## src/rtl/cpu_pkg.sv

```systemverilog
// Shared CPU pipeline definitions: control-bundle layout, zero-register index,
// and the producer/consumer register match used by forwarding and hazard logic.
package cpu_pkg;

  // Architectural zero register; never written, never forwarded.
  localparam logic [4:0] XZR = 5'd31;

  // Bit positions inside the decoded control bundle.
  localparam int unsigned MemReadBit  = 0;
  localparam int unsigned RegWriteBit = 1;

  localparam int unsigned CtrlDefaultW = 10;

  // Default-width control bundle; wider/narrower builds index by the bit constants.
  typedef struct packed {
    logic [CtrlDefaultW-3:0] other;
    logic                    reg_write;
    logic                    mem_read;
  } ctrl_t;

  // True when an enabled producer writing rd supplies source register rs.
  function automatic logic reg_match(input logic       en,
                                     input logic [4:0] rd,
                                     input logic [4:0] rs);
    return en && (rd != XZR) && (rd == rs);
  endfunction

endpackage

```

## src/rtl/fwd_sel.sv

```systemverilog
// Operand select for one source register: zero register, then EX/MEM bypass,
// then MEM/WB bypass, then register-file data.
// Config macro: ID_EX_FWD_EN (defined = EX/MEM bypass present).
module fwd_sel
  import cpu_pkg::*;
#(
  parameter int unsigned BITS = 64
) (
  input  logic [4:0]      rs,
  input  logic [BITS-1:0] rf_data,
`ifdef ID_EX_FWD_EN
  input  logic            exmem_we,
  input  logic [4:0]      exmem_rd,
  input  logic [BITS-1:0] exmem_data,
`endif
  input  logic            memwb_we,
  input  logic [4:0]      memwb_rd,
  input  logic [BITS-1:0] memwb_data,
  output logic [BITS-1:0] operand
);

  // Priority chain; the youngest producer wins.
  always_comb begin
    operand = rf_data;
    if (rs == XZR) begin
      operand = '0;
`ifdef ID_EX_FWD_EN
    end else if (reg_match(exmem_we, exmem_rd, rs)) begin
      operand = exmem_data;
`endif
    end else if (reg_match(memwb_we, memwb_rd, rs)) begin
      operand = memwb_data;
    end
  end

endmodule

```

## src/rtl/id_ex_reg.sv

```systemverilog
// ID/EX pipeline register with operand forwarding, load-use stall detection,
// flush-to-bubble and a saturating bubble counter.
// Config macro: ID_EX_FWD_EN. Undefined: no EX/MEM bypass, so any RAW against
// an EX-stage or EX/MEM-stage register writer stalls instead.
module id_ex_reg
  import cpu_pkg::*;
#(
  parameter int unsigned BITS   = 64,
  parameter int unsigned CTRL_W = 10
) (
  input  logic              clk,
  input  logic              reset_n,
  input  logic              id_valid,
  input  logic [4:0]        id_Rn,
  input  logic [4:0]        id_Rm,
  input  logic [4:0]        id_Rd,
  input  logic [BITS-1:0]   id_imm,
  input  logic [CTRL_W-1:0] id_ctrl,
  input  logic [BITS-1:0]   ReadData1,
  input  logic [BITS-1:0]   ReadData2,
  input  logic              exmem_RegWrite,
  input  logic [4:0]        exmem_Rd,
  input  logic [BITS-1:0]   exmem_result,
  input  logic              memwb_RegWrite,
  input  logic [4:0]        memwb_Rd,
  input  logic [BITS-1:0]   memwb_WriteData,
  input  logic              flush,
  output logic              ex_valid,
  output logic [BITS-1:0]   ex_A,
  output logic [BITS-1:0]   ex_B,
  output logic [BITS-1:0]   ex_imm,
  output logic [4:0]        ex_Rn,
  output logic [4:0]        ex_Rm,
  output logic [4:0]        ex_Rd,
  output logic [CTRL_W-1:0] ex_ctrl,
  output logic              stall,
  output logic [15:0]       bubble_cnt
);

  logic [BITS-1:0] a_sel;
  logic [BITS-1:0] b_sel;
  logic            reads_ex;
  logic            hazard;
  logic            bubble;

`ifndef ID_EX_FWD_EN
  // EX/MEM result has no consumer when its bypass is compiled out.
  logic unused_exmem_result;
  assign unused_exmem_result = ^exmem_result;
`endif

  fwd_sel #(
    .BITS(BITS)
  ) u_fwd_a (
    .rs        (id_Rn),
    .rf_data   (ReadData1),
`ifdef ID_EX_FWD_EN
    .exmem_we  (exmem_RegWrite),
    .exmem_rd  (exmem_Rd),
    .exmem_data(exmem_result),
`endif
    .memwb_we  (memwb_RegWrite),
    .memwb_rd  (memwb_Rd),
    .memwb_data(memwb_WriteData),
    .operand   (a_sel)
  );

  fwd_sel #(
    .BITS(BITS)
  ) u_fwd_b (
    .rs        (id_Rm),
    .rf_data   (ReadData2),
`ifdef ID_EX_FWD_EN
    .exmem_we  (exmem_RegWrite),
    .exmem_rd  (exmem_Rd),
    .exmem_data(exmem_result),
`endif
    .memwb_we  (memwb_RegWrite),
    .memwb_rd  (memwb_Rd),
    .memwb_data(memwb_WriteData),
    .operand   (b_sel)
  );

  // Hazard detection; flush overrides stall, and reset forces stall low.
  always_comb begin
    reads_ex = (ex_Rd != XZR) && ((ex_Rd == id_Rn) || (ex_Rd == id_Rm));
    hazard   = id_valid && ex_valid && ex_ctrl[MemReadBit] && reads_ex;
`ifndef ID_EX_FWD_EN
    hazard   = hazard
             || (id_valid && ex_valid && ex_ctrl[RegWriteBit] && reads_ex)
             || (id_valid && (reg_match(exmem_RegWrite, exmem_Rd, id_Rn)
                           || reg_match(exmem_RegWrite, exmem_Rd, id_Rm)));
`endif
    stall    = hazard && !flush && reset_n;
    bubble   = stall || flush;
  end

  // EX-stage bundle: capture decode fields, or insert a bubble holding data fields.
  always_ff @(posedge clk or negedge reset_n) begin
    if (!reset_n) begin
      ex_valid <= 1'b0;
      ex_ctrl  <= '0;
      ex_A     <= '0;
      ex_B     <= '0;
      ex_imm   <= '0;
      ex_Rn    <= XZR;
      ex_Rm    <= XZR;
      ex_Rd    <= XZR;
    end else if (bubble) begin
      ex_valid <= 1'b0;
      ex_ctrl  <= '0;
    end else begin
      ex_valid <= id_valid;
      // Control is masked so an invalid slot never carries live control bits.
      ex_ctrl  <= id_valid ? id_ctrl : '0;
      ex_A     <= a_sel;
      ex_B     <= b_sel;
      ex_imm   <= id_imm;
      ex_Rn    <= id_Rn;
      ex_Rm    <= id_Rm;
      ex_Rd    <= id_Rd;
    end
  end

  // Saturating count of inserted bubbles.
  always_ff @(posedge clk or negedge reset_n) begin
    if (!reset_n) begin
      bubble_cnt <= '0;
    end else if (bubble && (bubble_cnt != 16'hFFFF)) begin
      bubble_cnt <= bubble_cnt + 16'd1;
    end
  end

endmodule

```

## config.mk

```make
export PLATFORM = sky130hd
export DESIGN_NAME = id_ex_reg
export DESIGN_NICKNAME = d
export VERILOG_FILES = /design/src/rtl/cpu_pkg.sv /design/src/rtl/fwd_sel.sv /design/src/rtl/id_ex_reg.sv
export SDC_FILE = /design/constraint.sdc
export NUM_CORES = 1
export LEC_CHECK = 0
export ABC_AREA = 1
export BUFFER_PORTS_ARGS = -buffer_cell sky130_fd_sc_hd__buf_2
export CORE_AREA = 3 3 229 231
export CTS_BUF_LIST = sky130_fd_sc_hd__clkbuf_4
export DETAILED_ROUTE_END_ITERATION = 6
export DIE_AREA = 0 0 232 234
export SLEW_MARGIN = 20
export SYNTH_ARGS = -nofsm -noshare
export SYNTH_HDL_FRONTEND = slang
export SYNTH_SLANG_ARGS = --single-unit
```

## constraint.sdc

```tcl
create_clock -name clk -period 3.3 [get_ports clk]
set_input_delay 0.66 -clock clk [delete_from_list [all_inputs] [get_ports clk]]
set_output_delay 0.66 -clock clk [all_outputs]
set_load 0.01 [all_outputs]
```

Word level (Yosys, flattened, before mapping)
Cells that the tools add are included.

Flip-flop bits (word level): 234. Word-level logic and storage cells: 51.

$add $sub $neg: 1. Eq/ne operators: 12. Multiplexer cells: 7. Reduce and logical (&&, ||, !) cells: 22.

Operators by type and width (count): 64-bit 2-to-1 mux (4); 5-bit equality test (6); 10-bit 2-to-1 mux (2); 16-bit by 1-bit adder with 16-bit output (second input constant) (1); 1-bit logical AND (16); 16-bit != test (second input constant) (1); 5-bit != test (second input constant) (3); 5-bit equality test (second input constant) (2); 1-bit logical OR (5); 1-bit logical NOT (1); 1-bit 2-to-1 mux (1).

Logic depth before layout (Yosys ltp)
Word-level depth: 10. Mapped depth: 16. Mapped depth without buffers: 13.

Hierarchy
Synthesis repeated with hierarchy kept, for this count alone.

Cells, all modules: 1931. Area, all modules: 13280.2 µm².

By module, submodules not included: id_ex_reg (times used 1, cells an instance 1143, area each 9801.9 µm², sequential area each 5874.4 µm²); fwd_sel (times used 2, cells an instance 394, area each 1739.2 µm², sequential area each 0.0 µm²).

Least setup slack after synthesis
Ideal clock, no wire load.

Path kind: input to output. From: in id_Rn[0]. To: out stall. Data arrival time: 1392 ps. Data required time: 2640 ps. Path slack: 1248 ps. Stages on the path: 9. Path through: clkbuf_2 > xor2_1 > nor2_1 > nand3_1 > nand2_1 > nand2_1 > nand2_1 > nand2_2 > inv_1.

Word-level cells in the longest chain between the ends: 8. Elaborated cells between the ends (all ways): 13. Those cells by class: eq/ne: 2; reduce/logical: 11.

Ends and longest elaborated chain: from (decl) (RTL line id_ex_reg.sv:14) `input logic [4:0] id_Rn,`; 5-bit equality test (RTL line id_ex_reg.sv:86) `reads_ex = (ex_Rd != XZR) && ((ex_Rd == id_Rn) || (ex_Rd == id_Rm));`; 1-bit logical OR (RTL line id_ex_reg.sv:86); 1-bit logical AND (RTL line id_ex_reg.sv:86); 1-bit logical AND (on tied branches) (RTL line id_ex_reg.sv:87, id_ex_reg.sv:90); 1-bit logical OR (RTL line id_ex_reg.sv:90) `|| (id_valid && ex_valid && ex_ctrl[RegWriteBit] && reads_ex)`; 1-bit logical OR (*) (RTL line id_ex_reg.sv:91) `|| (id_valid && (reg_match(exmem_RegWrite, exmem_Rd, id_Rn)`; 1-bit logical AND (*) (2 in a row) (RTL line id_ex_reg.sv:94) `stall = hazard && !flush && reset_n;`; to (decl) (RTL line id_ex_reg.sv:36) `output logic stall,`.

Mark *: on every way between the ends. The rest lies on a longest branch, timed or not.

Worst setup path after layout
From: reg ex_Rd[0]. To: out stall.

Word-level cells in the longest chain between the ends: 8. Elaborated cells between the ends (all ways): 11. Those cells by class: eq/ne: 3; reduce/logical: 8.

Ends and longest elaborated chain: from (decl) (RTL line id_ex_reg.sv:34) `output logic [4:0] ex_Rd,`; from (signal assigned) (RTL line id_ex_reg.sv:121) `ex_Rd <= id_Rd;`; 5-bit equality test (RTL line id_ex_reg.sv:86); 1-bit logical OR (RTL line id_ex_reg.sv:86); 1-bit logical AND (*) (RTL line id_ex_reg.sv:86); 1-bit logical AND (on tied branches) (RTL line id_ex_reg.sv:87, id_ex_reg.sv:90); 1-bit logical OR (*) (RTL line id_ex_reg.sv:90); 1-bit logical OR (*) (RTL line id_ex_reg.sv:91); 1-bit logical AND (*) (2 in a row) (RTL line id_ex_reg.sv:94).

Marked as above.

==> results.py <==
metrics = {
    "synthesis": {
        "synth_seq_area_share": 0.4955,
        "ys_types": 28,
        "synth-simple-area-share": 0.3649,
        "synthMuxAreaShare": 0,
        "syn-num-nets": 1956,
        "syn_area_um2": 11860,
        "synth_compound_area_frac": 0.05994,
        "ys_seq_elements": 234,
        "postSynthAreaPerCell_um2": 7.438,
        "yosysWarnings": 0,
        "yosys.area_share.adder": 0.001055,
        "synthCells": 1594,
        "synth_top_family_by_area": "simple AND/OR/NAND/NOR gates",
        "synth_xor_area_frac": 0.02068,
    },
    "timing": {
        "setup_tns_ns": 0,
        "clock_skew_ns": 0.03044,
        "worstMarginPinSlew_ns": 0.9276,
        "slew_headroom": 0.3816,
        "period_share": 0.8958,
        "layout_min_cycle_time_ns": 2.956,
        "rsz0062_at_grt": "no",
        "slew_viol_final": 0,
        "max_clock_freq_mhz": 338.3,
        "hold_violations": 0,
        "setup_viol": 0,
    },
    "critical_path": {
        "reg2reg_from": "ex_Rd[0]",
        "crit_type": "flop to output port",
        "critPathMaxFanout": 6,
        "worst_setup_path_start_kind": "flop",
        "worstPathRequired_ns": 2.64,
        "end_kind": "output port",
        "crit_start": "ex_Rd[0]",
        "cp.arrival_ns": 2.30,
    },
    "clocking": {
        "clock_path_buffers": 3,
        "cts_tree": "yes",
        "cts_made_buffers": 73,
        "cts_sinks": 234,
        "clk_latency_ns": 0.74,
        "cts_setup_buffers": 0,
        "cts-root-buf": "clkbuf_4",
        "h-tree-depth": 3,
        "path_clk_slew_ns": 0.07,
    },
    "detailed_routing": {
        "vias": 13169,
        "drc": 0,
        "drt_iter0_drc": 712,
        "ant_nets": 0,
        "first_pass_iters": 5,
        "finalWirelength_um": 48620,
        "via_per_inst": 4.566,
        "wl_per_cell_um": 16.86,
    },
    "floorplan": {
        "core-area_um2": 50270,
        "die_w_um": 232,
        "initial_core_util": 0.2358,
        "rows": 82,
        "dieHeight_um": 234,
        "ios": 596,
        "dieArea_um2": 54290,
    },
    "power_and_ir_drop": {
        "power.switching_w": 0.002488,
        "swShare": 0.3139,
        "report.power.total_w": 0.007928,
        "p_leak_nw": 9.304,
        "pwr-share-seq": 0.423,
        "cellPowerDensity_nw_per_um2": 474.8,
        "pwr-share-clk": 0.373,
        "vdd_ir_drop_max_uv": 267.5,
        "combinationalPowerShare": 0.203,
        "p_int_w": 0.005439,
    },
    "global_routing": {
        "overflow": 0,
        "antenna_found_initial": 5,
        "grt_max_degree": 175,
        "grt_pass1_wl_um": 73000,
        "grt.total_usage": 0.1729,
        "grt_pass1_vias": 12894,
    },
    "min_path": {
        "min_path_type": "primary input to flop",
        "min_from": "id_imm[30]",
    },
    "layout": {
        "design_area_um2": 16700,
        "areaGrowthSynthToFinish_pct": 40.82,
        "fillCellCount": 5490,
        "layout.nets": 2526,
        "drive_above_1_share": 0.3142,
        "fin_cells": 2884,
        "utilization": 0.3321,
    },
    "place": {
        "numPortBuffers": 531,
        "gp_congestion": 0.8655,
        "dpl.cell_count": 2697,
        "hpwl_um": 33030,
        "place_area_um2": 15130,
    },
    "flow_run": {
        "max-cap-violations": 0,
    },
    "status": {
        "run_status": "completed",
    },
}
-- routing by layer --
metal	share of wire	global-route usage	up-vias
li1	-	-	6332
met1	0.40	0.2065	6089
met2	0.48	0.2890	658
met3	0.094	0.05175	84
met4	0.027	0.07533	6
met5	0.00097	0	-
-- cell families after synthesis --
| logic type | count (synthesis) |
|---|---|
| compound gates | 141 |
| xor+xnor | 28 |
| fa+ha+maj | 1 |
| buf+inv | 148 |
| flops | 234 |
| simple gates | 1042 |
-- layout make-up --
type,instances,area [um2],share of cell area
flip-flops and latches,234,5874,0.3518
well taps,672,840.8,0.05036
clock inverters,18,152.6,0.009143
diodes,3,7.507,0.0004496
clock buffers,102,765.7,0.04586
repair buffers,614,3588,0.2149
inverters,29,110.1,0.006595
multi-input cells,1212,5356,0.3208
-- timing repair --
item / CTS / global route
resized for setup: 0 / 1
hold buffers: 64 / 0
setup endpoints to repair: 0 / 1
hold endpoints to repair: 105 / 0
-- through the flow --
step                      hold slack (ns)  setup slack [ns]
after floorplan                    0.3644             1.248
after detailed placement           0.4601            0.5338
after global placement             0.4574            0.4796
after CTS                      0.00008082           0.05609
final                              0.1462            0.3438
after global routing              0.04190           0.01222
-- final timing paths --
check | to | slack (ns) | cells after the start
min in group asynchronous | ex_imm[59] | 0.41 | 2
setup reg to reg | ex_imm[59] | 0.64 | 13
max in group asynchronous | ex_A[31] | 1.64 | 3
hold / removal | ex_imm[30] | 0.15 | 3
hold reg to reg | ex_imm[24] | 0.47 | 2
setup / recovery | stall | 0.34 | 11
-- sequential cells by signal, indices dropped and copies added (netlist names) --
register / cells
ex_A: 64
ex_B: 64
ex_imm: 64
bubble_cnt: 16
ex_ctrl: 10
ex_Rd: 5
ex_Rm: 5
ex_Rn: 5
ex_valid: 1
-- power groups by stage --
stage	Sequential (W)	Clock (W)	Combinational, W
after global routing	0.00339	0.00327	0.00179
after detailed placement	0.00339	0	0.00157
after CTS	0.00335	0.00313	0.00163
after global placement	0.00339	0	0.00155
after floorplan	0.00352	0	0.000612
final	0.00336	0.00296	0.00161
-- synthesized netlist by cell type (all sizes together) --
| cell | n | area [um2] |
|---|---|---|
| o211ai | 1 | 7.510 |
| clkbuf | 35 | 133.9 |
| dfstp | 15 | 394.1 |
| nand2 | 838 | 3158 |
| dfrtp | 219 | 5480 |
| and3b | 1 | 8.760 |
| nor3 | 8 | 50.05 |
| ha | 1 | 12.51 |
| o21a | 1 | 7.510 |
| xnor2 | 10 | 87.58 |
| inv | 29 | 108.9 |
| nand4 | 128 | 800.8 |
| nand3 | 32 | 170.2 |
| buf | 84 | 444.2 |
| nor4 | 1 | 6.260 |
| xor2 | 18 | 157.7 |
| nor2 | 34 | 132.6 |
| o21ai | 139 | 695.7 |
-- placed cells by master (no fill, tap or decap), drive strengths merged, types with 3 or more instances in the layout --
cell type	synthesis	final
nand2	838	838
buf	84	550
dfrtp	219	219
o21ai	139	139
nand4	128	128
clkbuf	35	102
dlygate4sd3	0	64
nor2	34	34
nand3	32	32
inv	29	29
xor2	18	18
dfstp	15	15
clkinv	0	14
xnor2	10	10
nor3	8	8
diode	0	3
bufinv	0	3
-- critical path, stage by stage (launching register included) --
cell and delay [ns]:
dfstp_2 0.59, inv_1 0.08, nand2_1 0.06, nand2_1 0.05, nor2_1 0.14, nand3_1 0.08, nand2_1 0.06, nand2_1 0.04
nand2_1 0.09, nand2_2 0.11, inv_2 0.10, buf_2 0.15
(Power assumes the default switching activity.)
